==> config.mk <==
export PLATFORM = sky130hd
export DESIGN_NAME = reset_sequencer
export DESIGN_NICKNAME = d
export VERILOG_FILES = /design/src/rtl/reset_seq_pkg.sv /design/src/rtl/reset_sequencer_sync.sv /design/src/rtl/reset_sequencer.sv
export SDC_FILE = /design/constraint.sdc
export NUM_CORES = 1
export LEC_CHECK = 0
export CAP_MARGIN = 40
export CORE_UTILIZATION = 45
export DETAILED_ROUTE_END_ITERATION = 16
export GPL_TIMING_DRIVEN = 0
export HOLD_SLACK_MARGIN = 0.1
export MAX_ROUTING_LAYER = met4
export PLACE_DENSITY = 0.67
export SETUP_SLACK_MARGIN = 0.15
export SYNTH_ARGS = -nofsm -noshare
export SYNTH_HDL_FRONTEND = slang
export SYNTH_SLANG_ARGS = --single-unit
==> constraint.sdc <==
create_clock -name clk -period 4.13 [get_ports clk]
set_input_delay 0.413 -clock clk [delete_from_list [all_inputs] [get_ports clk]]
set_output_delay 0.413 -clock clk [all_outputs]
set_load 0.02 [all_outputs]
==> src/rtl/reset_seq_pkg.sv <==
// ---------------------------------------------------------------------------
// reset_seq_pkg
// Shared definitions for the reset sequencer: the sequencing FSM state type,
// the legal parameter ranges and a helper that sizes the cycle counters.
// ---------------------------------------------------------------------------
package reset_seq_pkg;

    // Sequencing FSM states.
    typedef enum logic [1:0] {
        ASSERT  = 2'd0,  // request active, every stage held in reset
        HOLD    = 2'd1,  // request gone, waiting out the common hold time
        RELEASE = 2'd2,  // releasing stages one gap apart
        DONE    = 2'd3   // every stage released
    } seq_state_e;

    // Parameter legality limits.
    localparam int MIN_STAGES      = 1;
    localparam int MAX_STAGES      = 8;
    localparam int MIN_HOLD_CYCLES = 1;
    localparam int MIN_STAGE_GAP   = 1;
    localparam int MIN_SYNC_STAGES = 2;

    // Width of the completed-sequence counter.
    localparam int SEQ_COUNT_W = 8;

    // Counter width large enough to hold max(hold_cycles, stage_gap).
    function automatic int cnt_width(input int hold_cycles, input int stage_gap);
        int longest;
        longest = (hold_cycles > stage_gap) ? hold_cycles : stage_gap;
        return $clog2(longest + 1);
    endfunction

endpackage

==> src/rtl/reset_sequencer_sync.sv <==
// ---------------------------------------------------------------------------
// reset_sequencer_sync
// Multi-flop synchronizer that brings the asynchronous reset request into
// the clk domain.
//   clk    : sampling clock
//   rst_n  : synchronous active-low reset, clears the whole chain
//   d      : asynchronous input
//   q      : synchronized output, STAGES clk edges behind d
// ---------------------------------------------------------------------------
module reset_sequencer_sync #(
    parameter int STAGES = 2
) (
    input  logic clk,
    input  logic rst_n,
    input  logic d,
    output logic q
);

    logic [STAGES-1:0] sync_q;
    logic [STAGES-1:0] sync_d;

    always_comb begin
        sync_d = {sync_q[STAGES-2:0], d};
    end

    // NOTE: sequential state is only ever assigned with <= so every flop
    // samples the pre-edge value of its neighbours; with = the chain would
    // collapse into a single flop.
    always_ff @(posedge clk) begin
        if (!rst_n) begin
            sync_q <= '0;
        end else begin
            sync_q <= sync_d;
        end
    end

    assign q = sync_q[STAGES-1];

endmodule

==> src/rtl/reset_sequencer.sv <==
// ---------------------------------------------------------------------------
// reset_sequencer
// Turns an asynchronous reset request into NUM_STAGES staged, synchronous
// reset outputs. All stages assert together; once the request has gone they
// stay asserted HOLD_CYCLES cycles, then release from bit 0 upward one every
// STAGE_GAP cycles.
//   clk       : sole clock, rising edge
//   rst_n     : synchronous active-low reset; restarts the power-on sequence
//   rst_req   : asynchronous active-high reset request
//   stage_rst : active-high staged resets, bit 0 released first
//   busy      : high while the sequence is incomplete (always ~done)
//   done      : high while every stage is released
//   seq_count : number of completed sequences, wraps 255 -> 0
// ---------------------------------------------------------------------------
module reset_sequencer
    import reset_seq_pkg::*;
#(
    parameter int NUM_STAGES  = 4,
    parameter int HOLD_CYCLES = 16,
    parameter int STAGE_GAP   = 8,
    parameter int SYNC_STAGES = 2
) (
    input  logic                   clk,
    input  logic                   rst_n,
    input  logic                   rst_req,
    output logic [NUM_STAGES-1:0]  stage_rst,
    output logic                   busy,
    output logic                   done,
    output logic [SEQ_COUNT_W-1:0] seq_count
);

    // ------------------------------------------------------------------
    // Parameter legality
    // ------------------------------------------------------------------
    if (NUM_STAGES < MIN_STAGES || NUM_STAGES > MAX_STAGES) begin : g_bad_num_stages
        $error("reset_sequencer: NUM_STAGES=%0d outside %0d..%0d",
               NUM_STAGES, MIN_STAGES, MAX_STAGES);
    end
    if (HOLD_CYCLES < MIN_HOLD_CYCLES) begin : g_bad_hold_cycles
        $error("reset_sequencer: HOLD_CYCLES=%0d below %0d", HOLD_CYCLES, MIN_HOLD_CYCLES);
    end
    if (STAGE_GAP < MIN_STAGE_GAP) begin : g_bad_stage_gap
        $error("reset_sequencer: STAGE_GAP=%0d below %0d", STAGE_GAP, MIN_STAGE_GAP);
    end
    if (SYNC_STAGES < MIN_SYNC_STAGES) begin : g_bad_sync_stages
        $error("reset_sequencer: SYNC_STAGES=%0d below %0d", SYNC_STAGES, MIN_SYNC_STAGES);
    end

    localparam int                CNT_W     = cnt_width(HOLD_CYCLES, STAGE_GAP);
    localparam logic [CNT_W-1:0] HOLD_LAST = CNT_W'(HOLD_CYCLES - 1);
    localparam logic [CNT_W-1:0] GAP_LAST  = CNT_W'(STAGE_GAP - 1);

    // ------------------------------------------------------------------
    // Request synchronizer
    // ------------------------------------------------------------------
    logic req_s;

    reset_sequencer_sync #(
        .STAGES (SYNC_STAGES)
    ) u_req_sync (
        .clk   (clk),
        .rst_n (rst_n),
        .d     (rst_req),
        .q     (req_s)
    );

    // ------------------------------------------------------------------
    // State
    // ------------------------------------------------------------------
    seq_state_e             state_q,     state_d;
    logic [CNT_W-1:0]       hold_cnt_q,  hold_cnt_d;
    logic [CNT_W-1:0]       gap_cnt_q,   gap_cnt_d;
    logic [NUM_STAGES-1:0]  stage_rst_q, stage_rst_d;
    logic                   done_q,      done_d;
    logic                   busy_q,      busy_d;
    logic [SEQ_COUNT_W-1:0] seq_count_q, seq_count_d;
    logic                   release_step;

    // ------------------------------------------------------------------
    // Next-state and output logic
    // ------------------------------------------------------------------
    // NOTE: every signal written here gets a default first, so no path
    // leaves a variable unassigned and no latch is inferred.
    always_comb begin
        state_d      = state_q;
        hold_cnt_d   = hold_cnt_q;
        gap_cnt_d    = gap_cnt_q;
        stage_rst_d  = stage_rst_q;
        done_d       = done_q;
        seq_count_d  = seq_count_q;
        release_step = 1'b0;

        if (req_s) begin
            // A live request wins from any state and restarts everything.
            state_d     = ASSERT;
            stage_rst_d = '1;
            hold_cnt_d  = '0;
            gap_cnt_d   = '0;
            done_d      = 1'b0;
        end else begin
            case (state_q)
                ASSERT: begin
                    state_d    = HOLD;
                    hold_cnt_d = '0;
                end
                HOLD: begin
                    if (hold_cnt_q == HOLD_LAST) begin
                        release_step = 1'b1;
                    end else begin
                        hold_cnt_d = hold_cnt_q + CNT_W'(1);
                    end
                end
                RELEASE: begin
                    if (gap_cnt_q == GAP_LAST) begin
                        release_step = 1'b1;
                    end else begin
                        gap_cnt_d = gap_cnt_q + CNT_W'(1);
                    end
                end
                DONE: begin
                    state_d = DONE;
                end
                default: begin
                    state_d = HOLD;
                end
            endcase
        end

        // Stages release lowest bit first, so a left shift clears exactly
        // the next still-asserted bit; once it empties, the sequence is done.
        if (release_step) begin
            stage_rst_d = stage_rst_q << 1;
            gap_cnt_d   = '0;
            if (stage_rst_d == '0) begin
                state_d     = DONE;
                done_d      = 1'b1;
                seq_count_d = seq_count_q + SEQ_COUNT_W'(1);
            end else begin
                state_d = RELEASE;
            end
        end

        busy_d = ~done_d;
    end

    // ------------------------------------------------------------------
    // Registers
    // ------------------------------------------------------------------
    // NOTE: there is no storage array here, so every flop is reset; rst_n
    // restarts the power-on sequence from a fully known state.
    always_ff @(posedge clk) begin
        if (!rst_n) begin
            state_q     <= HOLD;
            hold_cnt_q  <= '0;
            gap_cnt_q   <= '0;
            stage_rst_q <= '1;
            done_q      <= 1'b0;
            busy_q      <= 1'b1;
            seq_count_q <= '0;
        end else begin
            state_q     <= state_d;
            hold_cnt_q  <= hold_cnt_d;
            gap_cnt_q   <= gap_cnt_d;
            stage_rst_q <= stage_rst_d;
            done_q      <= done_d;
            busy_q      <= busy_d;
            seq_count_q <= seq_count_d;
        end
    end

    assign stage_rst = stage_rst_q;
    assign done      = done_q;
    assign busy      = busy_q;
    assign seq_count = seq_count_q;

endmodule

==> After elaboration in Yosys (flattened, before gate mapping) <==
Index checks and enable logic that the tools add are counted.
{ "op_classes": {"add_sub_neg": 3, "n_mul": 0, "div": 0, "magnitude_cmp": 0, "eq_ne": 6, "shifts": 0, "muxes": 15, "n_bitwise": 3, "reduce_logical": 10} }
{ "ops": {"columns": ["cell", "count"], "rows": [
  ["$add 5x1->5 const B", 2],
  ["$pmux 5 s2", 1],
  ["$add 8x1->8 const B", 1],
  ["$mux 4", 2],
  ["$mux 1", 7],
  ["$reduce_and 2->1", 3],
  ["$eq 5x3->1 const B", 1],
  ["$eq 5x4->1 const B", 1],
  ["$mux 5", 1],
  ["$eq 2x2->1 const B", 2],
  ["$logic_not 4->1", 1],
  ["$mux 2", 2],
  ["$pmux 2 s2", 1],
  ["$reduce_bool 2->1", 2],
  ["$reduce_bool 4->1", 1],
  ["$not 1->1", 3],
  ["$reduce_or 3->1", 1],
  ["$eq 2x1->1 const B", 1],
  ["$logic_not 2->1", 1],
  ["$ne 2x2->1 const B", 1],
  ["$pmux 1 s2", 1],
  ["$reduce_or 2->1", 1]
]} }
{ "totals": {"reg_bits": 28, "latchBits": 0, "ram_bits": 0, "romBits": 0, "input_bits": 3, "output_inout_bits": 14, "word_cells": 45, "n_memories": 0} }

==> Depth between registers and ports, before layout <==
{ "logic_depth": {"ltp_word": 6, "depth_mapped": 9, "ltp_nobuf": 7} }

==> Hierarchy <==
Synthesis repeated with hierarchy kept, for this count alone.
{ "hier_totals": {"cells_unflattened": 140, "area_unflattened_um2": 1270.0} }
{ "modules_own_cells": {"columns": ["module", "n_inst", "cells_each", "area_per_inst_um2", "seq_area_each_um2"], "rows": [
  ["reset_sequencer", 1, 136, 1217.4, 520.5],
  ["reset_sequencer_sync", 1, 4, 52.6, 40.0]
]} }

==> Worst setup path before layout <==
No wires, ideal clock.
{ "synth_path": {"kind": "register to register", "startpoint": "register hold_cnt_q[0]", "endpoint": "register gap_cnt_q[2]", "setup_time_ps": 78, "t_arrival_ps": 1953, "t_required_ps": 4052, "path_slack_ps": 2099, "stages_incl_launch_ff": 10, "n_path_buf": 2, "synth_period_minus_slack_ps": 2031, "cell_sequence": "dfxtp_1 -> ha_1 -> and3_1 -> ha_1 -> and3_1 -> a31oi_1 -> buf_2 -> buf_4 -> nand2_1 -> nor3_1"} }
{ "synth_between": {"elab_chain_len": 5} }
{ "synth_rtl": {"columns": ["item", "line_no", "text"], "rows": [
  ["start, declared", "reset_sequencer.sv:71", "logic [CNT_W-1:0] hold_cnt_q, hold_cnt_d;"],
  ["start signal, assigned", "reset_sequencer.sv:162", "hold_cnt_q <= hold_cnt_d;"],
  ["$eq 5x4->1", "reset_sequencer.sv:107", "if (hold_cnt_q == HOLD_LAST) begin"],
  ["$mux 1", "reset_sequencer.sv:107", null],
  ["$pmux 1 s2", "reset_sequencer.sv:101", "case (state_q)"],
  ["$mux 1", "reset_sequencer.sv:93", "if (req_s) begin"],
  ["$reduce_or 3->1 (no line)", null, null],
  ["end signal, assigned", "reset_sequencer.sv:163", "gap_cnt_q <= gap_cnt_d;"],
  ["end, declared", "reset_sequencer.sv:72", "logic [CNT_W-1:0] gap_cnt_q, gap_cnt_d;"]
]} }
No other way between the ends.
A chain may end at the register's enable or synchronous reset.

==> Final worst setup path <==
Ends and elaborated chain as after synthesis.

==> summary.txt <==
Detailed routing
  • Iteration-0 DRC Markers: 51
  • Vias per cell: 5.57
  • Vias post-DR: 1087
  • DR pass1 iterations: 4
  • WL/cell: 12.4 um
  • Routed Antenna Nets: 0
  • Drt total wl: 2420 um
  • Met3 WL: 87 um
  • Metal2 WL: 1160 um
  • DRC viols: 0
  • Top layer in use: met4
  • Wl on met1: 1160 um

Timing
  • Finish-stage setup viols: 0
  • Fin. Hold Viols: 0
  • Period utilization: 57.9%
  • Final Skew: 0.00982 ns
  • RSZ-0062 raised after global routing: false
  • Max-slew headroom: 67.2%
  • Max frequency: 0.418 GHz
  • Hold slack final: 0.451 ns
  • Worst Tran Pin Value: 0.488 ns
  • Setup ws final: 1.74 ns
  • Min Tclk post-route: 2.39 ns
  • Setup_tns: 0 ns
  • Pins Over Slew Limit: 0

Power
  • Psw: 94.4 uW
  • Switch share: 21.8%
  • Sequential power share: 64.5%
  • Combinational group share of total power: 5.2%
  • Pleak: 0.000596 uW
  • Max IR drop VDD: 0.204 mV
  • Clock power share: 30.3%
  • PwrDens: 284 nW/um2
  • Internal power: 338 uW

Global route
  • GRT Util Overall: 17.1%
  • First-pass GRT wire length: 4220 um
  • Remaining global-route overflow: 0
  • Pin count of the biggest net entering global routing: 16
  • Number of global-route vias before repair: 1007
  • Initial antenna violation count: 0

Placement
  • GPL Wtd Cong: 0.814
  • Setup WS pre-CTS: 1.77 ns
  • DP Wirelength: 1810 um
  • Input/output buffers: 16

Setup path
  • Worst path cell trace: ha_1 > and3_1 > ha_1 > and3_1 > a31oi_1 > buf_2 > buf_4 > nand2_1 > nor3_1
  • WP buf/inv: 2
  • Delay of the slowest critical-path stage: 0.38 ns
  • Critical Path AT: 2.64 ns
  • Setup crit end kind: register
  • CP max FO: 10
  • CP Launch Type: register
  • RR Startpoint: hold_cnt_q[0]
  • Crit Path Class: register to register
  • Worst setup startpoint: hold_cnt_q[0]
  • CP top delay family: simple AND/OR/NAND/NOR gates
  • Slowest cell on crit path: dfxtp_1
  • CP required: 4.38 ns

Synth
  • Synth area leaders: dfxtp_1, ha_1, a21oi_1
  • Post-synth EDFFs: 0
  • Post-synth top area cell: dfxtp_1
  • Flops & latches, synth: 28
  • Yosys cell types: 31
  • Top-area cell type share of the netlist area: 43.6%
  • Syn avg cell area: 8.92 um2
  • Syn_nets: 155
  • Warnings from Yosys: 0
  • Synth Instances: 144
  • Post-synthesis sequential area ratio: 43.6%
  • Most used DFF post-synth: dfxtp_1
  • Cell with the most instances after synthesis: dfxtp_1
  • Synth async-reset ratio: 0%
  • Synthesized area: 1280 um2
  • Leading cell types by count after synthesis: dfxtp_1, a21oi_1, nor2_1

Floorplanning
  • Core box area: 2730 um2
  • Initial Utilization: 47.0%
  • Boundary Pins: 17
  • Die area: 3070 um2
  • Die width: 55.4 um
  • DIE HEIGHT: 55.4 um
  • Row count: 19

Job
  • Number of max-cap violations: 0

Clock tree
  • Post_cts resized: 0
  • Hold_buf cts: 0
  • Later-pin clock latency in the skew report: 0.32 ns
  • CTS Buffer Depth: 2
  • Num CTS Buffers: 3
  • TritonCTS clock tree: built
  • Postcts setup bufs: 0
  • Worst-path clk slew: 0.15 ns
  • Sink Count: 28
  • CTS Root Buffer Type: clkbuf_4
  • H-tree depth: 1

Final layout
  • End-of-flow core utilization: 55.6%
  • ANT cells: 0
  • Area delta synth->final: 18.3%
  • # nets final: 176
  • Layout cell share with drive strength beyond 1: 5.49%

Hold path
  • Hold Path Class: register to register
  • Hold Startpoint: u_req_sync.sync_q[0]

Run status
  • Status: complete, no violations
placed cells by master, fill, tap and decap left out:
| master | synthesis | final |
|---|---|---|
| a211o_1 | 1 | 1 |
| a21oi_1 | 15 | 15 |
| a22oi_1 | 1 | 1 |
| a31oi_1 | 1 | 1 |
| and2_1 | 2 | 2 |
| and3_1 | 5 | 5 |
| and4_1 | 1 | 1 |
| and4b_1 | 1 | 1 |
| buf_2 | 2 | 2 |
| buf_4 | 1 | 1 |
| buf_6 | 1 | 1 |
| clkbuf_4 | 0 | 3 |
| clkbuf_8 | 0 | 1 |
| clkdlybuf4s50_1 | 0 | 16 |
| clkinv_1 | 1 | 1 |
| dfxtp_1 | 28 | 28 |
| ha_1 | 8 | 8 |
| inv_1 | 5 | 5 |
| mux2i_1 | 5 | 5 |
| nand2_1 | 12 | 12 |
| nand2b_1 | 3 | 3 |
| nand3_1 | 3 | 3 |
| nand4_1 | 1 | 1 |
| nor2_1 | 15 | 15 |
| nor2b_1 | 3 | 3 |
| nor3_1 | 4 | 4 |
| o21a_1 | 1 | 1 |
| o21ai_0 | 5 | 5 |
| o311ai_0 | 1 | 1 |
| o31ai_1 | 7 | 7 |
| or3_1 | 1 | 1 |
| or4_1 | 6 | 6 |
| or4_4 | 1 | 1 |
| xor2_1 | 3 | 3 |
power by group through the flow:
| stage | clock [uW] | combinational, uW | sequential (uW) |
|---|---|---|---|
| final | 131 | 22.6 | 279 |
| after global routing | 149 | 25.4 | 280 |
| after CTS | 137 | 22.7 | 279 |
| after detailed placement | 0 | 22.6 | 285 |
| after global placement | 0 | 21.5 | 284 |
| after floorplan | 0 | 15.9 | 283 |
flip-flops by register name, indices dropped and copies added (netlist names):
register	count
u_req_sync.sync_q	2
state_q	2
gap_cnt_q	5
hold_cnt_q	5
stage_rst	4
busy	1
done	1
seq_count	8
per-layer routing:
layer	global-route usage, %	vias up
met1	22.7	515
met2	26.9	17
met3	2.58	2
li1	-	553
met4	5.36	0
met5	-	-
final timing paths:
check / to / slack [ns] / cells past startpoint
worst min-delay path: u_req_sync.sync_q[1] / 0.45 / 1
worst min register to register: u_req_sync.sync_q[1] / 0.45 / 1
worst max register to register: gap_cnt_q[2] / 1.74 / 9
worst max-delay path: gap_cnt_q[2] / 1.74 / 9
kinds of logic (layout without fill, tap and decap cells):
| kind of cell | Yosys count | in the layout | synth area share (%) |
|---|---|---|---|
| fa+ha+maj | 8 | 8 | 7.79 |
| xor+xnor | 3 | 3 | 2.05 |
| compound gates | 32 | 32 | 14.9 |
| mux | 5 | 5 | 3.89 |
| flops | 28 | 28 | 43.6 |
| buf+inv | 10 | 30 | 3.99 |
| simple gates | 58 | 58 | 23.8 |
metrics by stage:
stage	std cells	instance area, um2	power (uW)
4_1_cts	195	1520	438
5_1_grt	195	1520	454
3_3_place_gp	191	1480	306
3_5_place_dp	191	1480	307
2_1_floorplan	144	1280	299
6_report	195	1520	432
layout make-up:
type	count	area, um2
Buffer	4	28.8
Clock buffer	4	36.3
Fill cell	254	1210
Inverter	6	22.5
Multi-Input combinational cell	106	673
Sequential cell	28	561
Tap cell	31	38.8
Timing Repair Buffer	16	160
No activity file was read; power rests on OpenSTA's default activity.
